$ cat src/rtl/cla16_wide_add_seq_pkg.sv
// ---------------------------------------------------------------------------
// cla16_wide_add_seq_pkg
// Shared definitions for the wide add/subtract sequencer:
//   slice_w     width of one adder slice (the external cla16 is 16 bits wide)
//   state_e     sequencer FSM states (idle / run / done)
//   idx_width   width of the slice index for a given number of slices
// ---------------------------------------------------------------------------
package cla16_wide_add_seq_pkg;

   localparam int SLICE_W = 16;

   typedef enum logic [1:0] {
      ST_IDLE = 2'd0,
      ST_RUN  = 2'd1,
      ST_DONE = 2'd2
   } state_e;

   // Slice index width; never narrower than one bit.
   function automatic int idx_width(input int words);
      if (words > 2) begin
         return $clog2(words);
      end else begin
         return 1;
      end
   endfunction

endpackage

$ cat src/rtl/cla16_wide_add_seq_if.sv
// ---------------------------------------------------------------------------
// cla16_wide_add_seq_if
// Bundles the operand request channel, the result channel and the link to the
// external 16-bit cla16 adder.
//   in_*   : operand request (valid/ready, a, b, cin, sub)
//   add_*  : slice operands to cla16 and its sum / carry-out back
//   out_*  : result (valid/ready, sum, cout)
// Modports: slave  = the sequencer itself
//           master = the environment (requester, consumer and cla16)
// ---------------------------------------------------------------------------
interface cla16_wide_add_seq_if #(
   parameter int WORDS = 4
);
   import cla16_wide_add_seq_pkg::*;

   logic                       in_valid;
   logic                       in_ready;
   logic [SLICE_W*WORDS-1:0]   in_a;
   logic [SLICE_W*WORDS-1:0]   in_b;
   logic                       in_cin;
   logic                       in_sub;

   logic [SLICE_W-1:0]         add_a;
   logic [SLICE_W-1:0]         add_b;
   logic                       add_cin;
   logic [SLICE_W-1:0]         add_sum;
   logic                       add_cout;

   logic                       out_valid;
   logic                       out_ready;
   logic [SLICE_W*WORDS-1:0]   out_sum;
   logic                       out_cout;

   modport slave (
      input  in_valid, in_a, in_b, in_cin, in_sub,
      output in_ready,
      output add_a, add_b, add_cin,
      input  add_sum, add_cout,
      output out_valid, out_sum, out_cout,
      input  out_ready
   );

   modport master (
      output in_valid, in_a, in_b, in_cin, in_sub,
      input  in_ready,
      input  add_a, add_b, add_cin,
      output add_sum, add_cout,
      input  out_valid, out_sum, out_cout,
      output out_ready
   );

endinterface

$ cat src/rtl/cla16_slice_mux.sv
// ---------------------------------------------------------------------------
// cla16_slice_mux
// Selects 16-bit slice number idx out of a WORDS*16-bit vector.
//   vec    in   WORDS*16   wide source vector
//   idx    in   IDX_W      slice number (0 = least significant)
//   slice  out  16         selected slice, zero for an index past the end
// ---------------------------------------------------------------------------
module cla16_slice_mux
   import cla16_wide_add_seq_pkg::*;
#(
   parameter int WORDS = 4,
   parameter int IDX_W = 2
) (
   input  logic [SLICE_W*WORDS-1:0] vec,
   input  logic [IDX_W-1:0]         idx,
   output logic [SLICE_W-1:0]       slice
);

   logic [SLICE_W-1:0] parts_s [WORDS];

   for (genvar g = 0; g < WORDS; g++) begin : g_parts
      assign parts_s[g] = vec[g*SLICE_W +: SLICE_W];
   end

   // Slice select; index values past the last slice (non power-of-two WORDS) give zero.
   always_comb begin
      slice = {SLICE_W{1'b0}};
      if (int'(idx) < WORDS) begin
         slice = parts_s[idx];
      end else begin
         slice = {SLICE_W{1'b0}};
      end
   end

endmodule

$ cat src/rtl/cla16_wide_add_seq.sv
// ---------------------------------------------------------------------------
// cla16_wide_add_seq
// Performs a WORDS*16-bit add or subtract by streaming 16-bit slices, LSB
// first, through an external combinational cla16 and rippling the carry
// between slices in a register. Subtraction is A + ~B + 1.
//   clk   in   clock, all state on the rising edge
//   rst   in   synchronous active-high reset (aborts any operation)
//   bus   slave modport of cla16_wide_add_seq_if:
//         in_*  operand request, add_* cla16 link, out_* result
// Accept at edge E -> out_valid high after edge E+WORDS; one operation per
// WORDS+2 cycles when the consumer is always ready.
// ---------------------------------------------------------------------------
module cla16_wide_add_seq
   import cla16_wide_add_seq_pkg::*;
#(
   parameter int WORDS = 4
) (
   input  logic                  clk,
   input  logic                  rst,
   cla16_wide_add_seq_if.slave   bus
);

   localparam int               IDX_W    = idx_width(WORDS);
   localparam int               OP_W     = SLICE_W * WORDS;
   localparam logic [IDX_W-1:0] LAST_IDX = IDX_W'(WORDS - 1);

   state_e              state_r;
   state_e              state_nxt_s;
   logic                accept_s;
   logic                capture_s;
   logic                last_s;

   logic [OP_W-1:0]     a_r;
   logic [OP_W-1:0]     b_r;
   logic [OP_W-1:0]     sum_r;
   logic                cout_r;
   logic                carry_r;
   logic [IDX_W-1:0]    idx_r;
   logic [IDX_W-1:0]    nxt_idx_s;
   logic [SLICE_W-1:0]  add_a_r;
   logic [SLICE_W-1:0]  add_b_r;
   logic [SLICE_W-1:0]  a_slice_s;
   logic [SLICE_W-1:0]  b_slice_s;
   logic                in_ready_r;
   logic                out_valid_r;

   assign nxt_idx_s = idx_r + IDX_W'(1);

   // The slice fed to cla16 on the next cycle is looked up one index ahead so
   // add_a/add_b can come straight from flops during RUN.
   cla16_slice_mux #(.WORDS(WORDS), .IDX_W(IDX_W)) u_mux_a (
      .vec   (a_r),
      .idx   (nxt_idx_s),
      .slice (a_slice_s)
   );

   cla16_slice_mux #(.WORDS(WORDS), .IDX_W(IDX_W)) u_mux_b (
      .vec   (b_r),
      .idx   (nxt_idx_s),
      .slice (b_slice_s)
   );

   // FSM state register.
   always_ff @(posedge clk) begin
      if (rst) begin
         state_r <= ST_IDLE;
      end else begin
         state_r <= state_nxt_s;
      end
   end

   // FSM next-state and per-cycle control strobes.
   always_comb begin
      state_nxt_s = state_r;
      accept_s    = 1'b0;
      capture_s   = 1'b0;
      last_s      = 1'b0;
      case (state_r)
         ST_IDLE: begin
            if (bus.in_valid && in_ready_r) begin
               accept_s    = 1'b1;
               state_nxt_s = ST_RUN;
            end else begin
               state_nxt_s = ST_IDLE;
            end
         end
         ST_RUN: begin
            capture_s = 1'b1;
            if (idx_r == LAST_IDX) begin
               last_s      = 1'b1;
               state_nxt_s = ST_DONE;
            end else begin
               state_nxt_s = ST_RUN;
            end
         end
         ST_DONE: begin
            if (bus.out_ready) begin
               state_nxt_s = ST_IDLE;
            end else begin
               state_nxt_s = ST_DONE;
            end
         end
         default: begin
            state_nxt_s = ST_IDLE;
         end
      endcase
   end

   // Handshake flags registered from the next state so they are glitch-free.
   always_ff @(posedge clk) begin
      if (rst) begin
         in_ready_r  <= 1'b1;
         out_valid_r <= 1'b0;
      end else begin
         in_ready_r  <= (state_nxt_s == ST_IDLE);
         out_valid_r <= (state_nxt_s == ST_DONE);
      end
   end

   // Operand latch, slice feed to cla16, carry ripple and result assembly.
   always_ff @(posedge clk) begin
      if (rst) begin
         a_r     <= {OP_W{1'b0}};
         b_r     <= {OP_W{1'b0}};
         sum_r   <= {OP_W{1'b0}};
         cout_r  <= 1'b0;
         carry_r <= 1'b0;
         idx_r   <= {IDX_W{1'b0}};
         add_a_r <= {SLICE_W{1'b0}};
         add_b_r <= {SLICE_W{1'b0}};
      end else if (accept_s) begin
         // B is stored pre-inverted for subtract; the +1 enters as carry-in.
         a_r     <= bus.in_a;
         b_r     <= bus.in_sub ? ~bus.in_b : bus.in_b;
         carry_r <= bus.in_sub ? 1'b1 : bus.in_cin;
         idx_r   <= {IDX_W{1'b0}};
         add_a_r <= bus.in_a[SLICE_W-1:0];
         add_b_r <= bus.in_sub ? ~bus.in_b[SLICE_W-1:0] : bus.in_b[SLICE_W-1:0];
      end else if (capture_s) begin
         for (int w = 0; w < WORDS; w++) begin
            if (idx_r == IDX_W'(w)) begin
               sum_r[w*SLICE_W +: SLICE_W] <= bus.add_sum;
            end
         end
         if (last_s) begin
            // Final carry goes to the result; the adder inputs return to zero.
            cout_r  <= bus.add_cout;
            carry_r <= 1'b0;
            idx_r   <= {IDX_W{1'b0}};
            add_a_r <= {SLICE_W{1'b0}};
            add_b_r <= {SLICE_W{1'b0}};
         end else begin
            carry_r <= bus.add_cout;
            idx_r   <= nxt_idx_s;
            add_a_r <= a_slice_s;
            add_b_r <= b_slice_s;
         end
      end
   end

   assign bus.in_ready  = in_ready_r;
   assign bus.out_valid = out_valid_r;
   assign bus.out_sum   = sum_r;
   assign bus.out_cout  = cout_r;
   assign bus.add_a     = add_a_r;
   assign bus.add_b     = add_b_r;
   assign bus.add_cin   = carry_r;

endmodule
$ cat src/flat_wrapper.sv
// flat-port wrapper written by rule: the top's interface ports become plain ports
module cla16_wide_add_seq_flat import cla16_wide_add_seq_pkg::*;
#(
   parameter int WORDS = 4
)
  (clk, rst, bus_in_valid, bus_in_a, bus_in_b, bus_in_cin, bus_in_sub, bus_in_ready, bus_add_a, bus_add_b, bus_add_cin, bus_add_sum, bus_add_cout, bus_out_valid, bus_out_sum, bus_out_cout, bus_out_ready);
  cla16_wide_add_seq_if #(.WORDS(WORDS)) bus_i ();
  input  logic clk;
  input  logic rst;
  input wire logic [$bits(bus_i.in_valid)-1:0] bus_in_valid;
  input wire logic [$bits(bus_i.in_a)-1:0] bus_in_a;
  input wire logic [$bits(bus_i.in_b)-1:0] bus_in_b;
  input wire logic [$bits(bus_i.in_cin)-1:0] bus_in_cin;
  input wire logic [$bits(bus_i.in_sub)-1:0] bus_in_sub;
  output wire logic [$bits(bus_i.in_ready)-1:0] bus_in_ready;
  output wire logic [$bits(bus_i.add_a)-1:0] bus_add_a;
  output wire logic [$bits(bus_i.add_b)-1:0] bus_add_b;
  output wire logic [$bits(bus_i.add_cin)-1:0] bus_add_cin;
  input wire logic [$bits(bus_i.add_sum)-1:0] bus_add_sum;
  input wire logic [$bits(bus_i.add_cout)-1:0] bus_add_cout;
  output wire logic [$bits(bus_i.out_valid)-1:0] bus_out_valid;
  output wire logic [$bits(bus_i.out_sum)-1:0] bus_out_sum;
  output wire logic [$bits(bus_i.out_cout)-1:0] bus_out_cout;
  input wire logic [$bits(bus_i.out_ready)-1:0] bus_out_ready;
  assign bus_i.in_valid = bus_in_valid;
  assign bus_i.in_a = bus_in_a;
  assign bus_i.in_b = bus_in_b;
  assign bus_i.in_cin = bus_in_cin;
  assign bus_i.in_sub = bus_in_sub;
  assign bus_in_ready = bus_i.in_ready;
  assign bus_add_a = bus_i.add_a;
  assign bus_add_b = bus_i.add_b;
  assign bus_add_cin = bus_i.add_cin;
  assign bus_i.add_sum = bus_add_sum;
  assign bus_i.add_cout = bus_add_cout;
  assign bus_out_valid = bus_i.out_valid;
  assign bus_out_sum = bus_i.out_sum;
  assign bus_out_cout = bus_i.out_cout;
  assign bus_i.out_ready = bus_out_ready;
  cla16_wide_add_seq #(.WORDS(WORDS)) u_core (.clk(clk), .rst(rst), .bus(bus_i));
endmodule
$ cat config.mk
export PLATFORM = sky130hd
export DESIGN_NAME = cla16_wide_add_seq_flat
export DESIGN_NICKNAME = d
export VERILOG_FILES = /design/src/rtl/cla16_wide_add_seq_pkg.sv /design/src/rtl/cla16_wide_add_seq_if.sv /design/src/rtl/cla16_slice_mux.sv /design/src/rtl/cla16_wide_add_seq.sv /design/src/flat_wrapper.sv
export SDC_FILE = /design/constraint.sdc
export NUM_CORES = 1
export LEC_CHECK = 0
export CORE_UTILIZATION = 40
export DETAILED_ROUTE_END_ITERATION = 6
export HOLD_SLACK_MARGIN = 0.02
export PLACE_DENSITY = 0.68
export SLEW_MARGIN = 10
export SYNTH_ARGS = -nofsm -noshare
export SYNTH_HDL_FRONTEND = slang
export SYNTH_SLANG_ARGS = --single-unit
$ cat constraint.sdc
create_clock -name clk -period 3.57 [get_ports clk]
set_input_delay 0.8925 -clock clk [delete_from_list [all_inputs] [get_ports clk]]
set_output_delay 0.8925 -clock clk [all_outputs]
set_load 0.01 [all_outputs]
Word-level counts from Yosys, hierarchy flattened
Cells that the tools add are included.
- add/sub/neg operators: 1
- magnitude comparators: 1
- equality and inequality tests: 6
- multiplexer cells: 28
- bitwise gates (word level): 4
- reduce and logical (&&, ||, !) cells: 11
- operators by type and width (cell ; number):
    two-way mux 16 bit ; 11
    binary-select mux 16 bit (select 2 bit) ; 2
    two-way mux 64 bit ; 1
    inverter 64 bit ; 1
    inverter 16 bit ; 1
    AND reduction 3 bit ; 5
    two-way mux 1 bit ; 10
    == test 2 bit, second input constant ; 4
    zero test 2 bit ; 3
    two-way mux 2 bit ; 3
    one-hot mux 2 bit (3 select lines) ; 1
    == test 2 x 1 -> 1 bit, second input constant ; 2
    greater-or-equal comparator 3 bit, second input constant ; 1
    inverter 2 -> 3 bit ; 1
    adder 2 x 1 -> 2 bit, second input constant ; 1
    nonzero test 2 bit ; 1
    OR reduction 2 bit ; 1
    logical AND 1 bit ; 1
    inverter 1 bit ; 1
- register bits: 232
- input port bits: 151
- output and inout bits: 100
- logic and storage cells: 65

Longest topological paths before layout
- word-level depth: 8
- mapped depth: 9

By module
A second synthesis with hierarchy kept.
- cells, all modules: 1033
- area, all modules: 9888.2 um2
- by module, submodules not included (module ; times used ; cells each ; area an instance (um2)):
    cla16_wide_add_seq ; 1 ; 993 ; 9039.9
    cla16_slice_mux ; 2 ; 20 ; 424.2

Least setup slack after synthesis
No wires, ideal clock.
- path kind: reg-to-reg
- from: reg u_core.idx_r[0]
- to: reg u_core.add_b_r[12] (netlist: u_core.bus.add_b[12])
- library setup time: 0.120 ns
- arrival time: 2.226 ns
- required time: 3.450 ns
- setup slack: 1.225 ns
- cell stages (with the launch flop): 10
- path buffers: 4
- clock period less this slack: 2.345 ns
- path through: dfxtp_1 -> buf_6 -> buf_2 -> inv_1 -> ha_1 -> buf_6 -> buf_6 -> mux4_2 -> and2_1 -> a211o_1
- cells in the longest elaborated chain, start to end: 8
- elaborated cells between the ends (all ways): 11
- ends and longest elaborated chain (item ; RTL line ; source):
    start: declaration ; cla16_wide_add_seq.sv:38 ; logic [IDX_W-1:0] idx_r;
    start signal: assignment ; cla16_wide_add_seq.sv:128 ; idx_r <= {IDX_W{1'b0}};
    start signal: assignment ; cla16_wide_add_seq.sv:136 ; idx_r <= {IDX_W{1'b0}};
    start signal: assignment ; cla16_wide_add_seq.sv:149 ; idx_r <= {IDX_W{1'b0}};
    adder 2 x 1 -> 2 bit ; cla16_wide_add_seq.sv:47 ; assign nxt_idx_s = idx_r + IDX_W'(1);
    inverter 2 -> 3 bit (implied by the code) ; cla16_slice_mux.sv:29 ; slice = parts_s[idx];
    binary-select mux 16 bit (select 2 bit) ; cla16_slice_mux.sv:29 ;
    two-way mux 16 bit (implied by the code) (2 in series) ; cla16_slice_mux.sv:29 ;
    two-way mux 16 bit * ; cla16_wide_add_seq.sv:145 ; if (last_s) begin
    two-way mux 16 bit * ; cla16_wide_add_seq.sv:139 ; end else if (capture_s) begin
    two-way mux 16 bit * ; cla16_wide_add_seq.sv:131 ; end else if (accept_s) begin
    end signal: assignment ; cla16_wide_add_seq.sv:130 ; add_b_r <= {SLICE_W{1'b0}};
    end signal: assignment ; cla16_wide_add_seq.sv:138 ; add_b_r <= bus.in_sub ? ~bus.in_b[SLICE_W-1:0] : bus.in_b[SLICE_W-1:0];
    end signal: assignment ; cla16_wide_add_seq.sv:151 ; add_b_r <= {SLICE_W{1'b0}};
    end: declaration ; cla16_wide_add_seq.sv:41 ; logic [SLICE_W-1:0] add_b_r;
Mark *: on every way between the ends. The rest lies on a longest branch, timed or not. The select of a mux whose other input is x is not followed.
A chain may end at the register's enable or synchronous reset.

Worst setup path in the final report
- from: reg u_core.idx_r[1]
- to: reg u_core.add_a_r[1] (netlist: u_core.bus.add_a[1])
- cells in the longest elaborated chain, start to end: 8
- elaborated cells between the ends (all ways): 11
- ends and longest elaborated chain (item ; RTL line ; source):
    adder 2 x 1 -> 2 bit ; cla16_wide_add_seq.sv:47 ;
    inverter 2 -> 3 bit (implied by the code) ; cla16_slice_mux.sv:29 ;
    binary-select mux 16 bit (select 2 bit) ; cla16_slice_mux.sv:29 ;
    two-way mux 16 bit (implied by the code) (2 in series) ; cla16_slice_mux.sv:29 ;
    two-way mux 16 bit * ; cla16_wide_add_seq.sv:145 ;
    two-way mux 16 bit * ; cla16_wide_add_seq.sv:139 ;
    two-way mux 16 bit * ; cla16_wide_add_seq.sv:131 ;
    end signal: assignment ; cla16_wide_add_seq.sv:129 ; add_a_r <= {SLICE_W{1'b0}};
    end signal: assignment ; cla16_wide_add_seq.sv:137 ; add_a_r <= bus.in_a[SLICE_W-1:0];
    end signal: assignment ; cla16_wide_add_seq.sv:150 ; add_a_r <= {SLICE_W{1'b0}};
    end: declaration ; cla16_wide_add_seq.sv:40 ; logic [SLICE_W-1:0] add_a_r;
Marked as above.

==> impl_metrics.json <==
{
  "grt_pass1_wl_mm": 42.42,
  "worstSetupPathDepth": 6,
  "ant_nets": 0,
  "cts_setup_buffers": 0,
  "crit_slowest_cell": "ha_2",
  "swShare": 0.2589,
  "finalNetCount": 1436,
  "vias": 8358,
  "gp_congestion": 0.8390,
  "crit_end": "u_core.bus.add_a[1]$_SDFFE_PP0P_",
  "hold_path.class": "flip-flop to flip-flop",
  "wl_per_cell_um": 16.97,
  "die_w_um": 157.9,
  "synth-seq-cells": 232,
  "maxCapViolations": 0,
  "worst_ep_required_time_ns": 3.96,
  "cp-end-kind": "flip-flop",
  "finalClockSkew_ns": 0.02336,
  "ys_top_cells_by_area": "dfxtp_1, nand2_1, a21oi_1",
  "multi_input_area_um2": 4624,
  "p_switching_mw": 1.651,
  "critPathMaxStageDelay_ns": 0.69,
  "drt_iter0_drc": 585,
  "finalWorstSetupSlack_ns": 1.037,
  "startpoint_type": "flip-flop",
  "ir_worst_vdd_mv": 0.2749,
  "synth_top_area_frac": 0.4780,
  "yosysWarnings": 0,
  "fmax_mhz": 394.8,
  "max_slew.worst_pin.slew_ns": 1.121,
  "cts_buffers": 24,
  "path_cells": "inv_1 -> ha_2 -> buf_12 -> mux4_1 -> and2_1 -> a221o_1",
  "initial_core_util": 0.4115,
  "grt_max_degree": 81,
  "path_buf_inv": 2,
  "clkLatencyLatePin_ns": 0.52,
  "ys.flop_type": "dfxtp_1",
  "combPwrFrac": 0.169,
  "syn-num-nets": 1237,
  "critPathKind": "flip-flop to flip-flop",
  "synth_top_area_cell": "dfxtp_1",
  "io_pins": 251,
  "slew_violations": 0,
  "row_count": 56,
  "fillers": 2174,
  "finalSetupTns_ns": 0,
  "cellLeakagePower_nw": 4.589,
  "cts_resized": 0,
  "post-place-ws_ns": 0.8123,
  "path_clk_slew_ns": 0.06,
  "arrival_ns": 2.93,
  "syn_area_per_cell_um2": 8.988,
  "period_needed_ns": 2.533,
  "rsz0062_at_grt": "no",
  "synthCells": 1081,
  "firstDrtPassIters": 5,
  "clock_path_buffers": 3,
  "htreeDepth": 1,
  "root_buffer": "clkbuf_16",
  "port_buffers": 250,
  "yosysUniqueCellTypes": 38,
  "cts_hold_buf": 0,
  "grt-ovfl-total": 0,
  "wl_mm": 27.40,
  "drive_gt1_frac": 0.06873,
  "grt_antenna_before_repair": 1,
  "synth-async-reset-ratio": 0,
  "cts_sinks": 232,
  "p_per_area_nw_per_um2": 486.8,
  "regArea_um2": 4646,
  "clockPowerShare": 0.377,
  "yosysMostFrequentCell": "nand2_1",
  "r2r_start": "u_core.idx_r[1]$_SDFFE_PP0N_",
  "setup_viol": 0,
  "slew_headroom": 0.2492,
  "die_h_um": 157.9,
  "synth_area_um2": 9716,
  "path_max_fanout": 20,
  "syn2layout_area_growth_pct": 34.80,
  "synthTopCellsByCount": "nand2_1, dfxtp_1, a21oi_1",
  "dieArea_um2": 24920,
  "grt_pass1_vias": 7994,
  "status": "complete, no violations",
  "r2r_setup_slack_ns": 1.04,
  "cts_tree": "yes",
  "timing.rr.end": "u_core.bus.add_a[1]$_SDFFE_PP0P_",
  "coreArea_um2": 23610,
  "ys_seq_area_frac": 0.4780,
  "cpLargestDelayFamily": "adder cells",
  "finalHoldViolCount": 0,
  "track_usage": 0.2178,
  "p_seq_frac": 0.454,
  "critPathLaunch": "u_core.idx_r[1]$_SDFFE_PP0N_",
  "p_int_mw": 4.724,
  "r2r_cells": 6,
  "fin_crit_sh": 0.7095,
  "via_per_inst": 5.175,
  "dpl.hpwl_mm": 18.77,
  "post-route-drc-count": 0,
  "synth-edff-count": 0
}
## power groups by stage
stage | clock network (mW) | logic (mW) | registers (mW)
after CTS | 2.46 | 1.09 | 2.89
after global placement | 0 | 1.07 | 2.94
after floorplan | 0 | 0.614 | 2.94
final | 2.40 | 1.08 | 2.89
after detailed placement | 0 | 1.08 | 2.95
after global routing | 2.56 | 1.17 | 2.91
## layer usage
| metal | vias up | global-route usage | part of all wire |
|---|---|---|---|
| met2 | 302 | 0.3610 | 0.46 |
| li1 | 4109 | - | - |
| met1 | 3900 | 0.2848 | 0.44 |
| met4 | 0 | 0.07258 | 0.029 |
| met5 | - | 0 | 0 |
| met3 | 47 | 0.03942 | 0.066 |
## area by class of cell
cell class | instances | area share
Clock inverter | 5 | 0.002771
Multi-Input combinational cell | 754 | 0.3531
Antenna cell | 1 | 0.0001911
Sequential cell | 232 | 0.3547
Inverter | 3 | 0.0008598
Timing Repair Buffer | 265 | 0.2024
Tap cell | 319 | 0.03048
Clock buffer | 36 | 0.05541
## state kept, by name (all words and copies together), names as in the netlist
register	count
u_core.a_r	64
u_core.b_r	64
u_core.bus.add_a	16
u_core.bus.add_b	16
u_core.bus.add_cin	1
u_core.bus.in_ready	1
u_core.bus.out_cout	1
u_core.bus.out_sum	64
u_core.bus.out_valid	1
u_core.idx_r	2
u_core.state_r	2
## cell families after synthesis
kind of cell | Yosys count | share of synthesized area
and+or+nand+nor | 405 | 0.1767
AOI/OAI and AO/OA | 247 | 0.1545
DFF | 232 | 0.4780
buffers and inverters | 95 | 0.04829
xor gates and xnor gates | 64 | 0.05770
muxes | 33 | 0.07830
adders and majority gates | 5 | 0.006439
## through the flow
step                hold slack [ns]  cell area, µm²  power (mW)    util  std cells
floorplan                    0.4315            9716       3.550       -       1081
global placement             0.4365           12330       4.010  0.5223       1573
detailed placement           0.4447           12330       4.028  0.5223       1573
CTS                          0.4531           13090       6.435  0.5545       1614
global route                 0.4675           13090       6.643  0.5545       1614
finish                       0.4505           13100       6.375  0.5546       1615
## worst reg2reg max path, cell delays in order, from the launching register on
cell	delay, ns
dfxtp_1	0.39
inv_1	0.09
ha_2	0.69
buf_12	0.28
mux4_1	0.57
and2_1	0.16
a221o_1	0.24
## layout by cell type, fill, tap and decap left out, drive strengths merged
cell	count
diode	1
and2	17
mux2i	1
nand2	258
mux4	32
clkbuf	36
ha	5
a211o	1
clkdlybuf4s50	248
a211oi	64
nand3b	6
xnor2	51
clkinv	5
dfxtp	232
a21oi	147
and3	1
a221o	18
and3b	4
nor2	80
and4bb	2
or3b	3
a31oi	1
nand2b	1
buf	17
nand3	13
a21o	1
nor3	18
o21ai	15
inv	3
xor2	13
nor4b	1
nand4bb	1
## how the worst min path moves through the flow
stage                                             start                                   to  slack, ns  cells after the start
global placement            u_core.a_r[16]$_SDFFE_PP0P_          u_core.a_r[16]$_SDFFE_PP0P_       0.44                      2
detailed placement          u_core.a_r[49]$_SDFFE_PP0P_          u_core.a_r[49]$_SDFFE_PP0P_       0.44                      2
CTS                 u_core.bus.out_sum[33]$_SDFFE_PP0P_  u_core.bus.out_sum[33]$_SDFFE_PP0P_       0.45                      2
finish                      u_core.a_r[49]$_SDFFE_PP0P_          u_core.a_r[49]$_SDFFE_PP0P_       0.45                      2
global route                u_core.a_r[38]$_SDFFE_PP0P_          u_core.a_r[38]$_SDFFE_PP0P_       0.47                      2
floorplan                   u_core.a_r[48]$_SDFFE_PP0P_          u_core.a_r[48]$_SDFFE_PP0P_       0.43                      2
Power figures use the tool's default switching activity.
